<file path="config.mk">
export PLATFORM = sky130hd
export DESIGN_NAME = store_uart_tx
export DESIGN_NICKNAME = d
export VERILOG_FILES = /design/src/rtl/store_uart_pkg.sv /design/src/rtl/store_fifo.sv /design/src/rtl/store_uart_tx.sv
export SDC_FILE = /design/constraint.sdc
export NUM_CORES = 1
export LEC_CHECK = 0
export BUFFER_PORTS_ARGS = -buffer_cell sky130_fd_sc_hd__buf_4
export CAP_MARGIN = 5
export CORE_ASPECT_RATIO = 0.8
export CORE_UTILIZATION = 55
export CTS_BUF_LIST = sky130_fd_sc_hd__clkbuf_4 sky130_fd_sc_hd__clkbuf_8 sky130_fd_sc_hd__clkbuf_16
export DETAILED_ROUTE_END_ITERATION = 10
export HOLD_SLACK_MARGIN = 0.06
export PLACE_DENSITY_LB_ADDON = 0.12
export SYNTH_ARGS = -nofsm -noshare
export SYNTH_HDL_FRONTEND = slang
export SYNTH_HIERARCHICAL = 1
export SYNTH_SLANG_ARGS = --single-unit
</file>
<file path="constraint.sdc">
create_clock -name clk -period 7.65 [get_ports clk]
set_input_delay 0.3825 -clock clk [delete_from_list [all_inputs] [get_ports clk]]
set_output_delay 0.3825 -clock clk [all_outputs]
set_load 0.03 [all_outputs]
</file>
<file path="src/rtl/store_uart_pkg.sv">
// rtl/store_uart_pkg.sv - shared types and frame constants for store_uart_tx
// STORE_UART_PARITY_EN selects the 11-bit even-parity frame.
package store_uart_pkg;

  typedef enum logic [2:0] {
    IDLE,
    START,
    DATA,
    PARITY,
    STOP
  } uart_state_t;

  localparam logic [31:0] DEFAULT_TX_ADDR = 32'h0000_0064;
  localparam int          DATA_BITS       = 8;

`ifdef STORE_UART_PARITY_EN
  localparam int FRAME_BITS = 11;
`else
  localparam int FRAME_BITS = 10;
`endif

endpackage

</file>
<file path="src/rtl/store_fifo.sv">
// rtl/store_fifo.sv - synchronous FIFO with push/pop and full/empty flags
// Pointers carry one extra bit so full and empty differ only in the MSB.
module store_fifo #(
  parameter int WIDTH = 8,
  parameter int DEPTH = 8
) (
  input  logic             clk,
  input  logic             resetn,
  input  logic             push,
  input  logic [WIDTH-1:0] wdata,
  input  logic             pop,
  output logic [WIDTH-1:0] rdata,
  output logic             full,
  output logic             empty
);

  localparam int AW = $clog2(DEPTH);

  logic [WIDTH-1:0] mem [DEPTH];
  logic [AW:0]      wp;
  logic [AW:0]      rp;
  logic             do_push;
  logic             do_pop;

  assign full    = (wp[AW] != rp[AW]) && (wp[AW-1:0] == rp[AW-1:0]);
  assign empty   = (wp == rp);
  assign do_push = push && !full;
  assign do_pop  = pop && !empty;
  assign rdata   = mem[rp[AW-1:0]];

  always_ff @(posedge clk or negedge resetn) begin
    if (!resetn) begin
      wp <= '0;
      rp <= '0;
    end else begin
      if (do_push) wp <= wp + (AW+1)'(1);
      if (do_pop)  rp <= rp + (AW+1)'(1);
    end
  end

  always_ff @(posedge clk) begin
    if (do_push) mem[wp[AW-1:0]] <= wdata;
  end

endmodule

</file>
<file path="src/rtl/store_uart_tx.sv">
// rtl/store_uart_tx.sv - store-snooping UART transmitter (8N1, or 8E1 with STORE_UART_PARITY_EN)
// Bytes stored to TX_ADDR are queued and serialised onto tx, LSB first.
module store_uart_tx
  import store_uart_pkg::*;
#(
  parameter logic [31:0] TX_ADDR      = DEFAULT_TX_ADDR,
  parameter int          CLKS_PER_BIT = 16,
  parameter int          FIFO_DEPTH   = 8
) (
  input  logic        clk,
  input  logic        reset,
  input  logic        MemWrite,
  input  logic [31:0] DataAdr,
  input  logic [31:0] WriteData,
  output logic        tx,
  output logic        busy,
  output logic        full,
  output logic        overflow
);

  localparam int            BW        = $clog2(CLKS_PER_BIT);
  localparam logic [BW-1:0] BAUD_LAST = BW'(CLKS_PER_BIT - 1);

  uart_state_t   state;
  uart_state_t   state_nxt;
  logic [BW-1:0] baud_cnt;
  logic [2:0]    bit_idx;
  logic [7:0]    shreg;
  logic [7:0]    fifo_rdata;
  logic          fifo_empty;
  logic          fifo_full;
  logic          wr_hit;
  logic          bit_end;
  logic          pop;
  logic          unused_wdata;

  assign wr_hit       = MemWrite && (DataAdr == TX_ADDR);
  assign bit_end      = (baud_cnt == BAUD_LAST);
  assign unused_wdata = ^WriteData[31:8];
  assign full         = fifo_full;
  assign busy         = (state != IDLE) || !fifo_empty;

  // The FIFO refuses pushes while full, so a push racing a pop is dropped.
  store_fifo #(
    .WIDTH (8),
    .DEPTH (FIFO_DEPTH)
  ) u_fifo (
    .clk    (clk),
    .resetn (reset),
    .push   (wr_hit),
    .wdata  (WriteData[7:0]),
    .pop    (pop),
    .rdata  (fifo_rdata),
    .full   (fifo_full),
    .empty  (fifo_empty)
  );

  always_ff @(posedge clk or negedge reset) begin
    if (!reset) overflow <= 1'b0;
    else if (wr_hit && fifo_full) overflow <= 1'b1;
  end

  always_ff @(posedge clk or negedge reset) begin
    if (!reset) state <= IDLE;
    else        state <= state_nxt;
  end

  always_comb begin
    state_nxt = state;
    case (state)
      IDLE:  if (!fifo_empty) state_nxt = START;
      START: if (bit_end) state_nxt = DATA;
`ifdef STORE_UART_PARITY_EN
      DATA:   if (bit_end && bit_idx == 3'd7) state_nxt = PARITY;
      PARITY: if (bit_end) state_nxt = STOP;
`else
      DATA:  if (bit_end && bit_idx == 3'd7) state_nxt = STOP;
`endif
      STOP:  if (bit_end) state_nxt = fifo_empty ? IDLE : START;
      default: state_nxt = IDLE;
    endcase
  end

`ifdef STORE_UART_PARITY_EN
  logic parity_bit;

  always_ff @(posedge clk or negedge reset) begin
    if (!reset)   parity_bit <= 1'b0;
    else if (pop) parity_bit <= ^fifo_rdata;
  end
`endif

  // tx is decoded from state so an asserted reset forces it high at once.
  always_comb begin
    pop = 1'b0;
    tx  = 1'b1;
    case (state)
      IDLE:  pop = !fifo_empty;
      START: tx  = 1'b0;
      DATA:  tx  = shreg[0];
`ifdef STORE_UART_PARITY_EN
      PARITY: tx = parity_bit;
`endif
      STOP:  pop = bit_end && !fifo_empty;
      default: tx = 1'b1;
    endcase
  end

  always_ff @(posedge clk or negedge reset) begin
    if (!reset) begin
      baud_cnt <= '0;
      bit_idx  <= 3'd0;
      shreg    <= 8'd0;
    end else begin
      if (pop || state == IDLE || bit_end) baud_cnt <= '0;
      else                                 baud_cnt <= baud_cnt + BW'(1);

      if (pop) begin
        shreg   <= fifo_rdata;
        bit_idx <= 3'd0;
      end else if (state == DATA && bit_end) begin
        shreg   <= {1'b0, shreg[7:1]};
        bit_idx <= bit_idx + 3'd1;
      end
    end
  end

endmodule

</file>
# ---- Yosys cells after proc, flatten, opt, wreduce, memory -nomap -nowiden
# Memories as Yosys holds them, arrays and structs flattened.
# Index checks and enable logic that the tools add are counted.
dict set report totals {
  regBits 27
  ram_bits 64
  n_memories 1
  out_inout_bits 4
}
# memory depth width read_ports rd_clocked_by_memory_dff write_ports line_no
set memory_table {}
lappend memory_table {u_fifo.mem 8 8 1 0 1 store_fifo.sv:19} ;# logic [WIDTH-1:0] mem [DEPTH];
dict set report op_classes {
  reduce_logical 17
  mux 15
  n_addsub 4
  eq_ne 13
}
# op count
set ops {}
lappend ops {{$eq A32 B7 Y1 const B} 1}
lappend ops {{$mux W3} 6}
lappend ops {{$mux W8} 2}
lappend ops {{$add A4 B1 Y4 const B} 3}
lappend ops {{$pmux W3 S4} 1}
lappend ops {{$logic_and A1 B1 Y1} 8}
lappend ops {{$ne A2 B2 Y1 const B} 4}
lappend ops {{$eq A3 B3 Y1 const B} 2}
lappend ops {{$eq A4 B4 Y1} 1}
lappend ops {{$eq A4 B4 Y1 const B} 1}
lappend ops {{$mux W4} 1}
lappend ops {{$pmux W1 S2} 2}
lappend ops {{$reduce_and A4 Y1} 1}
lappend ops {{$add A3 B1 Y3 const B} 1}
lappend ops {{$eq A3 B1 Y1 const B} 1}
lappend ops {{$eq A3 B2 Y1 const B} 1}
lappend ops {{$eq A3 B3 Y1} 1}
lappend ops {{$logic_not A3 Y1} 1}
lappend ops {{$logic_or A1 B1 Y1} 3}
lappend ops {{$mux W1} 3}
lappend ops {{$reduce_bool A3 Y1} 1}
lappend ops {{$logic_not A1 Y1} 2}
lappend ops {{$reduce_bool A2 Y1} 1}
lappend ops {{$ne A1 B1 Y1} 1}

# ---- Longest topological paths before layout
# Gate-level depths: netlist (run 1).
dict set report logic_depth {
  depth_word 7
  depth_mapped 12
}

# ---- By module
# The synthesis (run 1) kept the hierarchy.
# mod n_inst seq_area_each_um2 cells_each area_each_um2
set by_module_without_submodules {}
lappend by_module_without_submodules {store_fifo 1 2122.0 151 3173.0}
lappend by_module_without_submodules {store_uart_tx 1 475.5 117 1078.5}

# ---- Worst setup path after synthesis (run 1)
# No wires, ideal clock.
dict set report synth_timing {
  path_type {reg-to-reg}
  start {reg u_fifo.wp[0]}
  end {reg u_fifo.rp[1]}
  path_stages_with_launch 12
  arrival_ps 2586
  period_less_slack_ps 2711
  path_slack_ps 4939
  t_required_ps 7525
  path_buffers 3
  setup_ps 125
  path_cell_list {dfrtp_1 buf_6 xor2_2 or3_4 nor2_1 or3_1 buf_6 a21o_1 buf_6 inv_1 o41ai_4 mux2_4}
}
dict set report synth_via {
  elab_chain_len 5
}
# element line_no
set synth_lines {}
lappend synth_lines {{from (decl)} store_fifo.sv:20} ;# logic [AW:0] wp;
lappend synth_lines {{from (signal assigned)} store_fifo.sv:36} ;# if (do_push) wp <= wp + (AW+1)'(1);
lappend synth_lines {{$eq A4 B4 Y1 *} store_fifo.sv:26} ;# assign empty = (wp == rp);
lappend synth_lines {{named net fifo_empty} store_uart_tx.sv:30} ;# logic fifo_empty;
lappend synth_lines {{$logic_not A1 Y1 *} {store_uart_tx.sv:98, store_uart_tx.sv:104}}
lappend synth_lines {{$logic_and A1 B1 Y1} store_uart_tx.sv:104} ;# STOP: pop = bit_end && !fifo_empty;
lappend synth_lines {{$pmux W1 S2 *} store_uart_tx.sv:97} ;# case (state)
lappend synth_lines {{named net pop} store_uart_tx.sv:34} ;# logic pop;
lappend synth_lines {{$logic_and A1 B1 Y1 *} store_fifo.sv:28} ;# assign do_pop = pop && !empty;
lappend synth_lines {{to (signal assigned)} store_fifo.sv:37} ;# if (do_pop) rp <= rp + (AW+1)'(1);
lappend synth_lines {{to (decl)} store_fifo.sv:21} ;# logic [AW:0] rp;
# The timed path passes the listed nets; every way through them passes the cells marked *.
# A chain may end at the register's enable or synchronous reset.

# ---- Worst setup path after layout (run 1)
dict set report layout_timing {
  start {reg u_fifo.rp[1]}
  end {reg u_fifo.rp[3]}
}
dict set report layout_via {
  elab_chain_len 5
}
# element line_no
set layout_lines {}
lappend layout_lines {{$eq A4 B4 Y1 *} store_fifo.sv:26}
lappend layout_lines {{named net fifo_empty} store_uart_tx.sv:30}
lappend layout_lines {{$logic_not A1 Y1 *} {store_uart_tx.sv:98, store_uart_tx.sv:104}}
lappend layout_lines {{$logic_and A1 B1 Y1} store_uart_tx.sv:104}
lappend layout_lines {{$pmux W1 S2 *} store_uart_tx.sv:97}
lappend layout_lines {{named net pop} store_uart_tx.sv:34}
lappend layout_lines {{$logic_and A1 B1 Y1 *} store_fifo.sv:28}
# Marks and branches as above.

==> results.tsv, run 1 <==
stage	metric	value	unit
synth	Mapped Nets	340	
pwr	worst ir drop on vdd	117	uV
clock_network	Longest Clk Path Bufs	2	
drt	vias	2459	
sta	Final Hold Viols	0	
final_layout	share of cells above drive strength 1	29.9	%
sta	endpoints failing setup	0	
pwr	Clock power frac	36.9	%
grt	global-route wire length before repair	12.5	mm
floorplanning	initial core utilization	57.2	%
floorplanning	Die Ht	80.6	um
floorplanning	Die Area	8090	um^2
synth	Top FF cell, synth	edfxtp_1	
sta	Worst-Margin Slew	981	ps
clock_network	# Post-CTS Setup Buffers	0	
drt	DRC Markers	0	
drt	Iter 0 DRT Violations	98	
synth	Seq cells post-synth	91	
critical_path	CP endpoint kind	flip-flop	
sta	Period Utilization, post-route	47.1	%
sta	min Tclk post-route	3600	ps
outcome	status	completed	
flow_run	max-cap violation count	0	
drt	Antenna Nets Post-Route	0	
critical_path	critical path startpoint category	flip-flop	
drt	DR pass1 iterations	4	
synth	register area share after synthesis	61.1	%
synth	ys async rst share	29.7	%
critical_path	crit path buf inv count	1	
drt	routed vias/inst	5.77	
synth	Cell Area, Synth	4250	um^2
final_layout	Synth-to-Final Area Change	14.4	%
critical_path	CP required	7860	ps
final_layout	Finished Layout Cells	426	
grt	number of global-route vias before repair	2374	
critical_path	critical path's slowest cell	dfrtp_1	
clock_network	CTS tree	built	
drt	metal1 wirelength	3.77	mm
drt	final wirelength	7.85	mm
clock_network	Worst-Skew Late Latency	350	ps
synth	synth warn	6	
critical_path	CP Class	flip-flop to flip-flop	
clock_network	CTS Buf Count	9	
floorplanning	std cell rows	28	
pwr	register share of total power	60.3	%
clock_network	CTS sink cnt	91	
clock_network	clk slew on worst S/H paths	90	ps
final_layout	utilization after layout	65.5	%
critical_path	CP Cell Sequence	xor2_4 -> or3_4 -> nor2_1 -> or3_1 -> a21o_1 -> inv_1 -> and4_2 -> o311ai_1 -> o311ai_2	
final_layout	FF+latch area	2600	um^2
drt	Routed WL per cell	18.4	um
grt	largest net degree at the start of global routing	28	
final_layout	Fillers	560	
placed_design	post-DP HPWL	5.17	mm
placed_design	I/O Buffers	46	
pwr	Pint	698	uW
sta	RSZ-0062 raised after global routing	false	
synth	cells after synthesis	268	
sta	Setup TNS	0	ps
pwr	Psw	177	uW
sta	clk_skew	10.5	ps
grt	initial antenna violation count	0	
final_layout	nets	388	
drt	WL met3	275	um
floorplanning	Chip Width	100	um
sta	fmax	278	MHz
critical_path	critical path's top delay family	simple AND/OR/NAND/NOR gates	
drt	top sig layer	met4	
drt	met2 WL	3.74	mm
pwr	Switching Share	20.2	%
final_layout	ant diodes	0	
sta	Final Max Slew Viols	0	
pwr	pwr dens	180	nW/um^2
clock_network	root buf cell	clkbuf_8	
grt	gr usage total	21.1	%
floorplanning	I/O pin cnt	71	
critical_path	Crit Path Max Fanout	21	
synth	number of flops mapped to enable cells by yosys	64	
critical_path	CP max stage delay	980	ps
synth	synth unique cells	54	
clock_network	# H-tree levels	3	
sta	Slew headroom	34.4	%
critical_path	critical path arrival	3810	ps
placed_design	gp weighted congestion	0.763	
floorplanning	Placeable Area	7430	um^2
placed_design	dpl cells	409	
grt	Overflow after GRT	0	
pwr	Comb pwr share	2.8	%
worst_hold_path	Hold Path Class	input port to flip-flop	
critical_path	flop2flop setup slack	4050	ps
final_layout	multi-input logic area	1520	um^2
pwr	leak pwr	0.00182	uW
synth	Syn Area/Cell	15.9	um^2
==> cell usage after synthesis, drive strengths merged, types with 3 or more instances <==
master / n / area (um^2)
edfxtp: 64 / 1920
dfrtp: 27 / 676
mux4: 16 / 394
nor2: 12 / 45.0
mux2: 10 / 146
nand3: 10 / 50.1
buf: 9 / 87.6
inv: 9 / 33.8
o21ai: 9 / 45.0
a211oi: 8 / 60.1
nand2: 7 / 26.3
a21oi: 6 / 30.0
nor4: 6 / 50.0
o41ai: 6 / 105
xnor2: 6 / 52.6
a31oi: 5 / 31.3
clkbuf: 5 / 18.8
ha: 5 / 62.6
nor3: 5 / 25.0
xor2: 5 / 88.8
nand4: 4 / 25.0
o311ai: 4 / 42.6
or3: 4 / 30.0
and3: 3 / 18.8
==> what timing repair did <==
action	in CTS	in global routing
resized for setup	0	0
hold buffers	1	0
hold endpoints to repair	27	0
==> registers in the layout, summed over array words and instances (netlist names) <==
signal      cells
overflow        1
u_fifo/rp       4
u_fifo/mem     64
shreg           8
u_fifo/wp       4
baud_cnt        4
bit_idx         3
state           3
==> placed cells by master, fill, tap and decap left out, types with 8 or more instances in the layout <==
master,instances
a211oi_1,8
buf_4,50
clkbuf_8,9
dfrtp_1,27
edfxtp_1,64
inv_1,9
mux2_4,9
mux4_1,9
nand3_1,10
nor2_1,12
o21ai_0,9
==> layout make-up <==
class | instances | share of cell area [%]
clock buffer | 10 | 2.70
clock inverter | 6 | 1.31
inverter | 9 | 0.695
multi-input combinational | 154 | 31.2
sequential | 91 | 53.4
tap | 105 | 2.70
timing repair buffer | 51 | 7.93
==> per-layer routing <==
metal,up-vias,GRT usage (%)
li1,1158,-
met1,1256,30.8
met2,38,32.4
met3,7,4.44
met4,0,5.65
met5,-,0
==> cells by family (layout without fill, tap and decap cells) <==
group | after synthesis | after routing | synth area share, %
multiplexers | 27 | 27 | 12.9
buffers and inverters | 23 | 76 | 3.30
flip-flops | 91 | 91 | 61.1
XOR/XNOR | 11 | 11 | 3.33
AND/OR/NAND/NOR | 68 | 68 | 9.48
AO/OA/AOI/OAI | 43 | 43 | 8.39
adder cells (fa/ha/maj) | 5 | 5 | 1.47
==> through the flow <==
| step | instance area (um^2) | hold WS [ps] | setup WS [ps] | power (uW) |
|---|---|---|---|---|
| 2_1_floorplan | 4250 | 86.9 | 4940 | 540 |
| 3_3_place_gp | 4660 | 320 | 4110 | 562 |
| 3_5_place_dp | 4660 | 321 | 4100 | 563 |
| 4_1_cts | 4860 | 246 | 4080 | 881 |
| 5_1_grt | 4860 | 255 | 3860 | 900 |
| 6_report | 4860 | 261 | 4050 | 874 |
==> final timing paths <==
check / start / endpoint / depth (start not counted)
worst min register to register: baud_cnt[0] / baud_cnt[0] / 1
min in group asynchronous: reset / overflow / 2
worst min-delay path: WriteData[7] / u_fifo/mem[3][7] / 1
worst max register to register: u_fifo/rp[1] / u_fifo/rp[3] / 9
max in group asynchronous: reset / bit_idx[2] / 2
worst max-delay path: u_fifo/rp[1] / u_fifo/rp[3] / 9
==> worst reg2reg max path, cell delays in order (launching register included) <==
cell and delay [ps]:
dfrtp_1 980, xor2_4 300, or3_4 470, nor2_1 260, or3_1 340, a21o_1 340, inv_1 230, and4_2 290
o311ai_1 100, o311ai_2 160
==> power groups by stage <==
stage                     registers [uW]  clock network (uW)  logic, uW
after floorplan                      539                   0       1.26
final                                527                 323       24.4
after global routing                 527                 345       27.1
after CTS                            527                 329       25.0
after detailed placement             538                   0       24.5
after global placement               538                   0       23.5
Power figures use the tool's default switching activity.
==> run 2: changes to the inputs <==
==> constraint.sdc (replaced) <==
create_clock -name clk -period 3.5 [get_ports clk]
set_input_delay 0.175 -clock clk [delete_from_list [all_inputs] [get_ports clk]]
set_output_delay 0.175 -clock clk [all_outputs]
set_load 0.03 [all_outputs]
==> results.tsv, run 2 (synthesis results as in run 1) <==
stage	metric	value	unit
pwr	pwr dens	397	nW/um^2
grt	number of global-route vias before repair	2519	
final_layout	share of cells above drive strength 1	30.4	%
clock_network	# Post-CTS Setup Buffers	0	
critical_path	Crit Path Max Fanout	10	
final_layout	Fillers	537	
pwr	Tot Pwr	1990	uW
sta	fmax	312	MHz
final_layout	Finished Cell Area	5010	um^2
grt	largest net degree at the start of global routing	28	
placed_design	DP Worst Slack	380	ps
critical_path	CP Class	flip-flop to flip-flop	
critical_path	critical path arrival	3440	ps
clock_network	CTS Buf Count	9	
grt	M2 GR Usage	34.9	%
sta	min Tclk post-route	3200	ps
sta	clk_skew	11.2	ps
drt	Routed WL per cell	18.2	um
drt	final wirelength	8.01	mm
sta	Period Utilization, post-route	91.6	%
drt	Antenna Nets Post-Route	0	
sta	Final Hold Viols	0	
grt	met3 global-route usage	4.53	%
pwr	Switching Share	19.6	%
worst_hold_path	Hold Path Class	input port to flip-flop	
pwr	register share of total power	57.8	%
grt	Overflow after GRT	0	
grt	initial antenna violation count	0	
final_layout	ant diodes	0	
final_layout	multi-input logic area	1510	um^2
sta	Final Max Slew Viols	0	
placed_design	gp weighted congestion	0.779	
pwr	Clock power frac	39.1	%
floorplanning	Die Area	8090	um^2
sta	endpoints failing setup	0	
sta	Setup TNS	0	ps
floorplanning	Chip Width	100	um
grt	global-route wire length before repair	13.0	mm
final_layout	FF+latch area	2600	um^2
clock_network	# H-tree levels	3	
sta	Slew headroom	48.0	%
final_layout	commonest cells after routing, fill and taps aside	edfxtp_1 (64), buf_4 (57), dfrtp_1 (27)	
pwr	Pint	1600	uW
final_layout	commonest non-fill, non-tap cell in the layout	edfxtp_1	
floorplanning	Die Ht	80.6	um
clock_network	CTS tree	built	
critical_path	CP required	3740	ps
placed_design	post-DP HPWL	5.27	mm
pwr	leak pwr	0.00190	uW
pwr	Psw	390	uW
clock_network	CTS sink cnt	91	
grt	GR peak layer	met2	
pwr	Comb pwr share	3.0	%
sta	Worst-Margin Slew	773	ps
floorplanning	std cell rows	28	
drt	DRC Markers	0	
pwr	worst ir drop on vdd	283	uV
drt	Iter 0 DRT Violations	111	
flow_run	max-cap violation count	0	
drt	routed vias/inst	5.72	
placed_design	I/O Buffers	46	
floorplanning	Placeable Area	7430	um^2
final_layout	Synth-to-Final Area Change	18.0	%
clock_network	root buf cell	clkbuf_8	
final_layout	nets	403	
floorplanning	I/O pin cnt	71	
clock_network	Longest Clk Path Bufs	2	
final_layout	max reg flops	64	
outcome	status	completed	
placed_design	area post-placement	4700	um^2
sta	fin worst setup slack	295	ps
sta	RSZ-0062 raised after global routing	false	
clock_network	Worst-Skew Late Latency	360	ps
clock_network	clk slew on worst S/H paths	90	ps
floorplanning	initial core utilization	57.2	%
grt	gr usage total	21.9	%
drt	DR pass1 iterations	4	
critical_path	CP endpoint kind	flip-flop	
drt	vias	2522	
critical_path	critical path startpoint category	flip-flop	
grt	met1 usage	30.8	%
## run 2: area by class of cell
| type | instances | share of cell area, % |
|---|---|---|
| clock buffer | 10 | 2.62 |
| clock inverter | 6 | 1.77 |
| inverter | 9 | 0.674 |
| multi-input combinational | 154 | 30.2 |
| sequential | 91 | 51.8 |
| tap | 105 | 2.62 |
| timing repair buffer | 66 | 10.3 |
## run 2: per-stage QoR
stage / util (%) / hold slack (ps) / instances
after floorplan: - / -121 / 268
after global placement: 63.3 / 116 / 416
after detailed placement: 63.3 / 118 / 416
after CTS: 67.5 / 89.3 / 441
after global routing: 67.5 / 122 / 441
final: 67.5 / 102 / 441
## run 2: path summary, 6_finish.rpt
path,startpoint,cells after the start,slack (ps),to
setup / recovery,u_fifo/wp[0],8,300,u_fifo/rp[1]
hold / removal,DataAdr[28],3,100,overflow
setup reg to reg,u_fifo/wp[0],8,300,u_fifo/rp[1]
hold reg to reg,baud_cnt[0],1,460,baud_cnt[0]
max in group asynchronous,reset,2,2950,shreg[4]
min in group asynchronous,reset,2,260,overflow
## run 2: what timing repair did
item / in CTS / in global routing
hold buffers: 9 / 0
endpoints found under the hold margin: 91 / 0
resized for setup: 0 / 0
## run 2: per-layer routing
metal  share of wire [%]  vias up
met3                 4.2        7
met4                0.99        0
met5                   0        -
met2                  48       65
li1                    -     1191
met1                  47     1259
## run 2: worst max-delay path, cell delays in order (launching register included)
cell	delay (ps)
dfrtp_1	580
xor2_2	560
or3_4	260
nor2_1	80
or3_1	530
a21o_1	320
inv_1	270
o41ai_4	150
mux2_4	320
## run 2: power groups by stage
stage / logic [uW] / clock network [uW] / registers (uW)
5_1_grt: 66.8 / 835 / 1150
3_3_place_gp: 51.5 / 0 / 1180
6_report: 60.6 / 780 / 1150
4_1_cts: 61.6 / 796 / 1150
2_1_floorplan: 2.75 / 0 / 1180
3_5_place_dp: 53.6 / 0 / 1180
==> run 3: changes to the inputs <==
--- a/config.mk
+++ b/config.mk
@@ -5,6 +5,7 @@
 export SDC_FILE = /design/constraint.sdc
 export NUM_CORES = 1
 export LEC_CHECK = 0
+export ABC_AREA = 1
 export BUFFER_PORTS_ARGS = -buffer_cell sky130_fd_sc_hd__buf_4
 export CAP_MARGIN = 5
 export CORE_ASPECT_RATIO = 0.8
==> results.tsv, run 3 <==
stage	metric	value	unit
outcome	status	completed	
sta	fmax	422	MHz
critical_path	crit path buf inv count	3	
critical_path	WP depth	12	
floorplanning	Placeable Area	7390	um^2
final_layout	commonest non-fill, non-tap cell in the layout	nand2_1	
floorplanning	Die Area	7960	um^2
sta	min Tclk post-route	2370	ps
critical_path	Crit Path Max Fanout	14	
clock_network	# H-tree levels	3	
grt	gr usage total	23.8	%
critical_path	CP Class	flip-flop to flip-flop	
clock_network	clk slew on worst S/H paths	90	ps
synth	synth unique cells	34	
placed_design	I/O Buffers	46	
final_layout	Synth-to-Final Area Change	17.9	%
sta	clk_skew	10.6	ps
placed_design	gp weighted congestion	0.770	
critical_path	critical path's slowest cell	dfrtp_1	
flow_run	max-cap violation count	0	
final_layout	utilization after layout	66.8	%
synth	Top FF cell, synth	edfxtp_1	
sta	Period Utilization, post-route	67.7	%
grt	number of global-route vias before repair	2986	
grt	initial antenna violation count	0	
sta	endpoints failing setup	0	
clock_network	root buf cell	clkbuf_8	
floorplanning	initial core utilization	56.6	%
final_layout	max reg flops	64	
grt	Overflow after GRT	0	
drt	vias	3113	
grt	global-route wire length before repair	14.1	mm
critical_path	Worst R2R Path Depth	12	
sta	Final Hold Viols	0	
worst_hold_path	hold path cells	6	
critical_path	critical path's top delay family	simple AND/OR/NAND/NOR gates	
synth	ys async rst share	29.7	%
floorplanning	Chip Width	99.5	um
clock_network	CTS Buf Count	9	
critical_path	CP endpoint kind	flip-flop	
critical_path	critical path arrival	2670	ps
sta	Slew headroom	57.3	%
synth	Seq cells post-synth	91	
floorplanning	Die Ht	80.0	um
clock_network	CTS tree	built	
sta	Worst-Margin Slew	640	ps
synth	register area share after synthesis	62.1	%
synth	most frequent cells after synthesis	nand2_1 (107), nor2_1 (81), edfxtp_1 (64)	
sta	RSZ-0062 raised after global routing	false	
floorplanning	std cell rows	28	
drt	Antenna Nets Post-Route	0	
synth	Cell Area, Synth	4190	um^2
synth	synth warn	6	
pwr	pwr dens	392	nW/um^2
drt	routed vias/inst	5.22	
clock_network	CTS sink cnt	91	
drt	Routed WL per cell	14.5	um
pwr	leak pwr	0.00209	uW
critical_path	critical path startpoint category	flip-flop	
sta	Final Max Slew Viols	0	
critical_path	CP Cell Sequence	inv_2 -> nand2_1 -> nand2_1 -> nor2_1 -> nand2_2 -> inv_1 -> nor2_2 -> nand2_2 -> inv_1 -> nand2_2 -> nand2_1 -> nand2_1	
synth	cells after synthesis	425	
drt	DRC Markers	0	
critical_path	CP required	3800	ps
drt	DR pass1 iterations	5	
final_layout	ant diodes	0	
synth	number of flops mapped to enable cells by yosys	64	
floorplanning	I/O pin cnt	71	
critical_path	CP max stage delay	760	ps
final_layout	nets	559	
worst_hold_path	Hold Path Class	input port to flip-flop	
synth	Mapped Nets	497	
clock_network	Worst-Skew Late Latency	360	ps
grt	largest net degree at the start of global routing	37	
drt	Iter 0 DRT Violations	166	
sta	Setup TNS	0	ps
final_layout	commonest cells after routing, fill and taps aside	nand2_1 (107), nor2_1 (81), edfxtp_1 (64)	
placed_design	post-DP HPWL	5.53	mm
synth	ranking of synthesized cells by area	edfxtp_1 (46%), dfrtp_1 (16%), nand2_1 (9.6%), nor2_1 (7.3%), o21ai_0 (4.1%)	
final_layout	share of cells above drive strength 1	19.6	%
synth	count leader, synth	nand2_1	
clock_network	Longest Clk Path Bufs	2	
drt	final wirelength	8.62	mm
synth	Syn Area/Cell	9.85	um^2
critical_path	CP most frequent cell	nand2_1	
synth	Synth top area share	45.9	%
pwr	worst ir drop on vdd	276	uV
synth	top cell type by total area after synthesis	edfxtp_1	
==> run 3: changes by cell type in the layout (fill, tap and decap cells not counted), sizes merged, moves of 5 or more <==
cell and change:
nand2 +109, inv +18, xnor2 -5, nor2 +71, o41ai -6, a211oi -8
mux2 -10, o21ai +25, mux4 -16, nand3 +8, o22ai +16, a21oi -5
==> run 3: where the power goes <==
group	internal, uW	leakage [uW]	switching (uW)	total, uW
Combinational	41.6	0.00104	28.9	70.5
Sequential	1150	0.000947	0.0000286	1150
Clock	337	0.000100	377	713
==> run 3: final timing paths <==
kind | startpoint | endpoint | slack, ps
setup reg to reg | u_fifo/rp[2] | u_fifo/rp[2] | 1130
hold / removal | DataAdr[20] | overflow | 160
hold reg to reg | baud_cnt[0] | baud_cnt[0] | 480
setup / recovery | u_fifo/rp[2] | u_fifo/rp[2] | 1130
max in group asynchronous | reset | shreg[3] | 2970
min in group asynchronous | reset | u_fifo/wp[1] | 260
==> run 3: routing by layer <==
layer | global-route usage (%) | vias to the layer above | part of all wire (%)
li1 | - | 1550 | -
met1 | 30.6 | 1469 | 44
met2 | 40.6 | 83 | 48
met3 | 5.60 | 11 | 6.2
met4 | 6.76 | 0 | 1.4
met5 | 0 | - | 0
==> run 3: worst min-delay path, cell delays in order <==
cell and delay [ps]:
buf_4 80, nor2_1 30, nand2_1 50, nor2_1 40, nand3_1 60, nand2_1 40
==> run 3: stage by stage <==
stage / setup WS, ps / std cells / hold WS (ps) / instance area, um^2 / power (uW)
global route: 927 / 596 / 197 / 4940 / 2000
finish: 1130 / 596 / 162 / 4940 / 1940
floorplan: 1580 / 425 / -121 / 4190 / 1190
detailed placement: 1200 / 572 / 115 / 4650 / 1240
CTS: 1170 / 596 / 151 / 4940 / 1960
global placement: 1220 / 572 / 110 / 4650 / 1240
==> run 3: kinds of logic after synthesis <==
kind of cell    Yosys count  synth area share [%]
fa+ha+maj                 5                  1.49
flops                    91                  62.1
simple gates            230                  23.7
xor+xnor                  5                  1.05
buf+inv                  38                  4.27
compound gates           56                  7.41
==> run 3: layout make-up <==
class                   count  area [um^2]
flip-flops and latches     91         2600
clock inverters             6         71.3
fillers                   592         2460
well taps                 105          131
multi-input cells         296         1410
inverters                  24         92.6
repair buffers             65          510
clock buffers               9          124
==> run 3: repair_timing <==
| item | CTS | global route |
|---|---|---|
| hold buffers | 9 | 0 |
| endpoints found under the hold margin | 91 | 0 |
| resized for setup | 0 | 0 |
| setup buffers | 0 | 0 |
